[src/rtl/des_key_schedule.sv]
// DES key schedule: rotates PC-1 C/D halves per round and emits PC-2 subkeys one per handshake.
// Optional DES_KS_REVERSE_EN adds K16..K1 (decrypt) ordering; without it every sequence is K1..K16.
module des_key_schedule (
  input  logic        clk,
  input  logic        rst_n,
  input  logic        load,
  input  logic        decrypt,
  input  logic [27:0] cbits,
  input  logic [27:0] dbits,
  input  logic        sk_ready,
  output logic        sk_valid,
  output logic [47:0] subkey,
  output logic [3:0]  sk_round,
  output logic        busy,
  output logic        done
);

  typedef enum logic {
    IDLE = 1'b0,
    RUN  = 1'b1
  } state_e;

  // One-based PC-2 selection, indexed by output bit j (subkey[j] = CD[PC2[j]-1]).
  localparam logic [5:0] PC2 [48] = '{
    6'd14, 6'd17, 6'd11, 6'd24, 6'd1,  6'd5,
    6'd3,  6'd28, 6'd15, 6'd6,  6'd21, 6'd10,
    6'd23, 6'd19, 6'd12, 6'd4,  6'd26, 6'd8,
    6'd16, 6'd7,  6'd27, 6'd20, 6'd13, 6'd2,
    6'd41, 6'd52, 6'd31, 6'd37, 6'd47, 6'd55,
    6'd30, 6'd40, 6'd51, 6'd45, 6'd33, 6'd48,
    6'd44, 6'd49, 6'd39, 6'd56, 6'd34, 6'd53,
    6'd46, 6'd42, 6'd50, 6'd36, 6'd29, 6'd32
  };

  state_e      state_q, state_d;
  logic [27:0] c_q, c_d;
  logic [27:0] d_q, d_d;
  logic [3:0]  cnt_q, cnt_d;
  logic        done_q, done_d;
  logic        last_round;

  // Bit 0 is DES bit 1, so a DES left rotate is a right shift of the vector.
  function automatic logic [27:0] rotl1(input logic [27:0] x);
    return {x[0], x[27:1]};
  endfunction

  function automatic logic [27:0] rotl2(input logic [27:0] x);
    return {x[1:0], x[27:2]};
  endfunction

  // Rounds 1, 2, 9 and 16 shift by one place, all others by two.
  function automatic logic single_shift(input logic [4:0] r);
    return (r == 5'd1) || (r == 5'd2) || (r == 5'd9) || (r == 5'd16);
  endfunction

  function automatic logic [47:0] pc2(input logic [27:0] c, input logic [27:0] d);
    logic [55:0] cd;
    logic [47:0] k;
    cd = {d, c};
    k  = '0;
    for (int j = 0; j < 48; j++) begin
      k[j] = cd[PC2[j] - 6'd1];
    end
    return k;
  endfunction

`ifdef DES_KS_REVERSE_EN
  logic dir_q, dir_d;

  function automatic logic [27:0] rotr1(input logic [27:0] x);
    return {x[26:0], x[27]};
  endfunction

  function automatic logic [27:0] rotr2(input logic [27:0] x);
    return {x[25:0], x[27:26]};
  endfunction

  assign last_round = dir_q ? (cnt_q == 4'd0) : (cnt_q == 4'd15);
`else
  logic unused_decrypt;
  assign unused_decrypt = decrypt;
  assign last_round     = (cnt_q == 4'd15);
`endif

  always_ff @(posedge clk or negedge rst_n) begin
    if (!rst_n) begin
      state_q <= IDLE;
      c_q     <= '0;
      d_q     <= '0;
      cnt_q   <= '0;
      done_q  <= 1'b0;
`ifdef DES_KS_REVERSE_EN
      dir_q   <= 1'b0;
`endif
    end else begin
      state_q <= state_d;
      c_q     <= c_d;
      d_q     <= d_d;
      cnt_q   <= cnt_d;
      done_q  <= done_d;
`ifdef DES_KS_REVERSE_EN
      dir_q   <= dir_d;
`endif
    end
  end

  always_comb begin
    state_d = state_q;
    c_d     = c_q;
    d_d     = d_q;
    cnt_d   = cnt_q;
    done_d  = 1'b0;
`ifdef DES_KS_REVERSE_EN
    dir_d   = dir_q;
`endif
    case (state_q)
      IDLE: begin
        if (load) begin
          state_d = RUN;
`ifdef DES_KS_REVERSE_EN
          dir_d = decrypt;
          // K16 uses a total shift of 28, i.e. the unrotated halves.
          if (decrypt) begin
            c_d   = cbits;
            d_d   = dbits;
            cnt_d = 4'd15;
          end else begin
            c_d   = rotl1(cbits);
            d_d   = rotl1(dbits);
            cnt_d = 4'd0;
          end
`else
          c_d   = rotl1(cbits);
          d_d   = rotl1(dbits);
          cnt_d = 4'd0;
`endif
        end
      end
      RUN: begin
        if (sk_ready) begin
          if (last_round) begin
            state_d = IDLE;
            done_d  = 1'b1;
            cnt_d   = 4'd0;
          end else begin
`ifdef DES_KS_REVERSE_EN
            if (dir_q) begin
              // Undo the shift that produced the current round.
              if (single_shift({1'b0, cnt_q} + 5'd1)) begin
                c_d = rotr1(c_q);
                d_d = rotr1(d_q);
              end else begin
                c_d = rotr2(c_q);
                d_d = rotr2(d_q);
              end
              cnt_d = cnt_q - 4'd1;
            end else begin
              if (single_shift({1'b0, cnt_q} + 5'd2)) begin
                c_d = rotl1(c_q);
                d_d = rotl1(d_q);
              end else begin
                c_d = rotl2(c_q);
                d_d = rotl2(d_q);
              end
              cnt_d = cnt_q + 4'd1;
            end
`else
            if (single_shift({1'b0, cnt_q} + 5'd2)) begin
              c_d = rotl1(c_q);
              d_d = rotl1(d_q);
            end else begin
              c_d = rotl2(c_q);
              d_d = rotl2(d_q);
            end
            cnt_d = cnt_q + 4'd1;
`endif
          end
        end
      end
      default: state_d = IDLE;
    endcase
  end

  assign sk_valid = (state_q == RUN);
  assign busy     = (state_q == RUN);
  assign done     = done_q;
  assign sk_round = cnt_q;
  assign subkey   = sk_valid ? pc2(c_q, d_q) : 48'd0;

endmodule

[config.mk]
export PLATFORM = sky130hd
export DESIGN_NAME = des_key_schedule
export DESIGN_NICKNAME = d
export VERILOG_FILES = /design/src/rtl/des_key_schedule.sv
export SDC_FILE = /design/constraint.sdc
export NUM_CORES = 1
export LEC_CHECK = 0
export ABC_CLOCK_PERIOD_IN_PS = 6000
export BUFFER_PORTS_ARGS = -buffer_cell sky130_fd_sc_hd__buf_4
export CELL_PAD_IN_SITES_DETAIL_PLACEMENT = 2
export CELL_PAD_IN_SITES_GLOBAL_PLACEMENT = 2
export CORE_MARGIN = 8
export CORE_UTILIZATION = 32
export CTS_BUF_LIST = sky130_fd_sc_hd__clkbuf_16
export DETAILED_ROUTE_END_ITERATION = 10
export PLACE_DENSITY = 0.88
export SYNTH_ARGS = -nofsm -noshare
export SYNTH_HDL_FRONTEND = slang
export SYNTH_SLANG_ARGS = --single-unit
[constraint.sdc]
create_clock -name clk -period 6 [get_ports clk]
set_input_delay 0.6 -clock clk [delete_from_list [all_inputs] [get_ports clk]]
set_output_delay 0.6 -clock clk [all_outputs]
set_load 0.005 [all_outputs]
======== After elaboration in Yosys (flattened, before gate mapping) ========
Cells that the tools add are included.
word-level totals
  input bits .............................. 61
  output and inout bits ................... 55
  word-level logic and storage cells ...... 43
  register bits ........................... 62
operators by class
  bitwise operators ....................... 1
  add/sub/neg operators ................... 2
  multiplexer cells ....................... 22
  equal/unequal tests ..................... 8
  reductions and logical operators ........ 5
operators with widths
  cell                                                                    count
  28-bit 2-to-1 mux                                                       8
  28-bit one-hot mux with 2 select lines                                  2
  48-bit 2-to-1 mux                                                       1
  4-bit 2-to-1 mux                                                        3
  4-bit one-hot mux with 2 select lines                                   1
  1-bit 2-to-1 mux                                                        6
  2-bit inequality test (second input constant)                           3
  4-bit by 2-bit adder with 5-bit output (second input constant)          1
  5-bit by 1-bit equality test with 1-bit output (second input constant)  1
  5-bit by 2-bit equality test with 1-bit output (second input constant)  1
  5-bit by 4-bit equality test with 1-bit output (second input constant)  1
  5-bit equality test (second input constant)                             1
  4-bit by 1-bit adder with 4-bit output (second input constant)          1
  4-bit equality test (second input constant)                             1
  1-bit logical OR                                                        3
  3-bit AND reduction                                                     1
  1-bit one-hot mux with 2 select lines                                   1
  2-bit AND reduction                                                     1
  1-bit NOT                                                               1

======== Logic depth before layout (Yosys ltp) ========
  word-level depth ........................ 9
  gate-level depth with buffers ........... 9
  mapped depth without buffers ............ 7

======== Worst setup path before layout ========
Ideal clock, no wire load.
  path type ............................... register to register
  start point ............................. reg cnt_q[1] (netlist: sk_round[1])
  end point ............................... reg c_q[0]
  setup time .............................. 0.135 ns
  clock period less this slack ............ 1.944 ns
  path buffers ............................ 2
  cell stages (with the launch flop) ...... 9
  arrival ................................. 1.809 ns
  required time ........................... 5.865 ns
  path slack .............................. 4.056 ns
  cell sequence ........................... dfrtp_1 -> ha_1 -> and3b_1 -> mux2i_4 -> o21a_1 -> buf_6 -> buf_12 -> mux2i_1 -> o22ai_1
between the ends
  word-level cells in the longest chain between the ends .. 9
  elaborated cells on any way between the ends .. 15
  those cells by class .................... 1 x add/sub; 6 x eq/ne; 4 x mux; 4 x reduce/logical
ends and longest elaborated chain
  element                                                                                                                  line  RTL
  start: declaration                                                                                                       38    logic [3:0] cnt_q, cnt_d;
  start signal: assignment                                                                                                 99    cnt_q <= cnt_d;
  4-bit by 2-bit adder with 5-bit output                                                                                   168   if (single_shift({1'b0, cnt_q} + 5'd2)) begin
  5-bit by 1-bit equality test with 1-bit output / 5-bit by 2-bit equality test with 1-bit output (equally long branches)  53    return (r == 5'd1) || (r == 5'd2) || (r == 5'd9) || (r == 5'd16);
  1-bit logical OR (3 in a row)                                                                                            53
  28-bit 2-to-1 mux                                                                                                        168
  28-bit 2-to-1 mux                                                                                                        141   if (last_round) begin
  28-bit 2-to-1 mux                                                                                                        140   if (sk_ready) begin
  28-bit one-hot mux with 2 select lines                                                                                   116   case (state_q)
  end signal: assignment                                                                                                   88    c_q <= '0;
  end signal: assignment                                                                                                   97    c_q <= c_d;
  end: declaration                                                                                                         36    logic [27:0] c_q, c_d;
Parallel ways exist; a longest one is shown, timed or not. The select of a mux whose other input is x is not followed.
A chain may end at the register's enable or synchronous reset.

======== Worst setup path after layout ========
  start point ............................. reg cnt_q[1] (netlist: sk_round[1])
  end point ............................... reg c_q[27]
The elaborated chain is that of the path after synthesis.

==> results.yml <==
placement:
  io_buffers: 114
  placed_cells: 662
  placed_area_um2: 4720
  gp_congestion: 0.760
  dp_hpwl_mm: 9.84
timing:
  finalSetupViolCount: 0
  period_needed_ps: 3210
  hold_viol_final: 0
  tns_ps: 0
  tightest_slew_ps: 1200
  layout_worst_path_cycle_share_pct: 53.6
  slew_headroom_pct: 19.7
  rsz0062_at_grt: "false"
  max_freq_mhz: 311
  drv_slew: 0
  fin_hold_ws_ps: 367
  finalClockSkew_ps: 7.63
status:
  status: "finished, final reports clean"
yosys:
  synth_cell_types: 32
  synth_compound_area_share_pct: 18.6
  synth_fa_ha_area_share_pct: 1.31
  muxShareOfSynthArea_pct: 15.5
  synth_warnings: 0
  seq_area_frac_synth_pct: 40.7
  synthSimpleGateAreaFrac_pct: 18.7
  ys_ff_latch: 62
  synth_top_family_by_area: "simple AND/OR/NAND/NOR gates"
  synth_xor_area_share_pct: 0
  netlist_area_um2: 3820
  syn_nets: 498
  synth.avg_cell_area_um2: 8.81
  syn_inst: 433
detailed_routing:
  ant_nets: 0
  viasPerCell: 5.39
  wl_mm: 14.8
  post-route-drc-count: 0
  drtPass1Iterations: 4
  wl_per_cell_um: 21.9
  vias: 3643
  first_iter_violations: 156
critical_path:
  crit_fanout: 43
  cpPeakStageDelay_ps: 690
  regToRegEndpoint: "c_q[27]$_DFFE_PN0P_"
  worst_path_max_delay_cell: "nand3_2"
  cp_num_buf_inv: 1
  critical-path-top-delay-family: "compound AO/OA/AOI/OAI gates"
  critical_path_depth: 7
  critPathArrivalTime_ps: 3420
  cp.required_ps: 6210
  rr_worst_depth: 7
  criticalPathCategory: "reg -> reg"
  reg2reg_from: "sk_round[1]$_DFFE_PN0P_"
  cp-start-kind: "register"
  endpoint_kind: "register"
  crit_chain: "ha_1 -> nand3_1 -> nand3_2 -> a21boi_4 -> buf_4 -> a21oi_1 -> o22ai_1"
  rrSetupSlack_ps: 2790
clocking:
  cts_tree: "done"
  cts_buffers: 9
  h-tree-depth: 3
  clock_path_buffers: 2
  ctsHoldBuffers: 0
  path_clk_slew_ps: 60
  clock_latency_ps: 330
  cts.root.buffer_cell: "clkbuf_16"
  cts_setup_buffers: 0
  post_cts.resized_instances: 0
  clock_sinks: 62
floorplan:
  io_pins: 116
  coreArea_um2: 11800
  die_h_um: 125
  floorplan.initialDensity_pct: 32.3
  die_w_um: 125
  rows: 40
  die_area_um2: 15700
pwr:
  vdd_drop_max_mv: 0.227
  leakage_nw: 2.26
  power.density_nw_per_um2: 539
layout:
  regArea_um2: 1550
  final_cell_mix: "buf_4 (118), dfrtp_1 (61), mux2i_1 (57), nor2_1 (54), a21oi_1 (51)"
  layout_commonest_cell: "buf_4"
  antenna-diode-count: 0
  drive_gt1_share_pct: 25.9
  fin_cells: 676
  num-fill-cells: 1297
  multi_input_area_um2: 2090
  stdcell_area_um2: 4970
  syn2layout_area_growth_pct: 30.2
  final_nets: 591
global_routing:
  grt_pass1_vias: 4299
  antenna_found_initial: 0
  grt_max_degree: 78
  grt_pass1_wl_mm: 23.8
  grt-ovfl-total: 0
  grt_use_total_pct: 19.0
flow_run:
  cap_violations: 0
worst_hold_path:
  hold_class: "in -> async"
power breakdown:
group          internal, mW  leakage, nW  total (mW)  switching (mW)
registers             0.616        0.720       0.828           0.212
logic                 0.679         1.42        1.39           0.713
clock network         0.268        0.125       0.459           0.191
cells in the mapped netlist, drive strengths merged:
cell type,n,area (um^2)
nand2b,1,6.26
ha,4,50.1
inv,3,11.3
mux2i,58,593
nor2b,1,6.26
and3b,1,8.76
buf,15,109
and2,49,307
nor2,54,203
a32oi,1,8.76
o21bai,1,7.51
o21ai,16,91.3
a31oi,14,87.6
o22ai,26,163
nand2,34,128
a21boi,1,11.3
o221ai,5,43.8
a32o,2,20.0
dfrtp,62,1550
nand3,10,55.1
a21oi,53,269
o21a,1,7.51
clkbuf,21,78.8
flip-flops by register name, summed over array words and instances, names as in the netlist:
register	cells
d_q	28
busy	1
done	1
sk_round	4
c_q	28
cell families (layout without fill, tap and decap cells):
group	count (synthesis)	after routing
AOI/OAI and AO/OA	120	120
adders and majority gates	4	4
buffers and inverters	39	135
DFF	62	62
muxes	58	58
and+or+nand+nor	150	150
layer usage:
layer | GRT usage (%) | up-vias | part of all wire, %
li1 | - | 1709 | -
met1 | 22.1 | 1834 | 44
met2 | 33.3 | 81 | 50
met3 | 5.23 | 19 | 3.8
met4 | 5.87 | 0 | 1.4
met5 | 0 | - | 0
through the flow:
stage | total power, mW | util (%) | setup WS [ps]
6_report | 2.68 | 42.1 | 2790
5_1_grt | 2.87 | 42.1 | 2540
4_1_cts | 2.71 | 42.1 | 2830
3_5_place_dp | 2.23 | 40.0 | 2850
3_3_place_gp | 2.13 | 40.0 | 2950
2_1_floorplan | 1.65 | - | 4060
worst max-delay path by stage:
stage | start | endpoint | slack (ps)
floorplan | sk_round[1]$_DFFE_PN0P_ | c_q[0]$_DFFE_PN0P_ | 4060
global placement | sk_round[1]$_DFFE_PN0P_ | d_q[13]$_DFFE_PN0P_ | 2950
detailed placement | sk_round[1]$_DFFE_PN0P_ | c_q[27]$_DFFE_PN0P_ | 2850
CTS | sk_round[1]$_DFFE_PN0P_ | d_q[22]$_DFFE_PN0P_ | 2830
global route | sk_round[1]$_DFFE_PN0P_ | c_q[27]$_DFFE_PN0P_ | 2540
finish | sk_round[1]$_DFFE_PN0P_ | c_q[27]$_DFFE_PN0P_ | 2790
area by class of cell:
| cell class | count | share of cell area (%) |
|---|---|---|
| Tap cell | 147 | 3.70 |
| Clock buffer | 9 | 4.53 |
| Timing Repair Buffer | 118 | 17.8 |
| Clock inverter | 5 | 0.403 |
| Multi-Input combinational cell | 332 | 42.1 |
| Inverter | 3 | 0.227 |
| Sequential cell | 62 | 31.3 |
No activity file was read; power rests on OpenSTA's default activity.
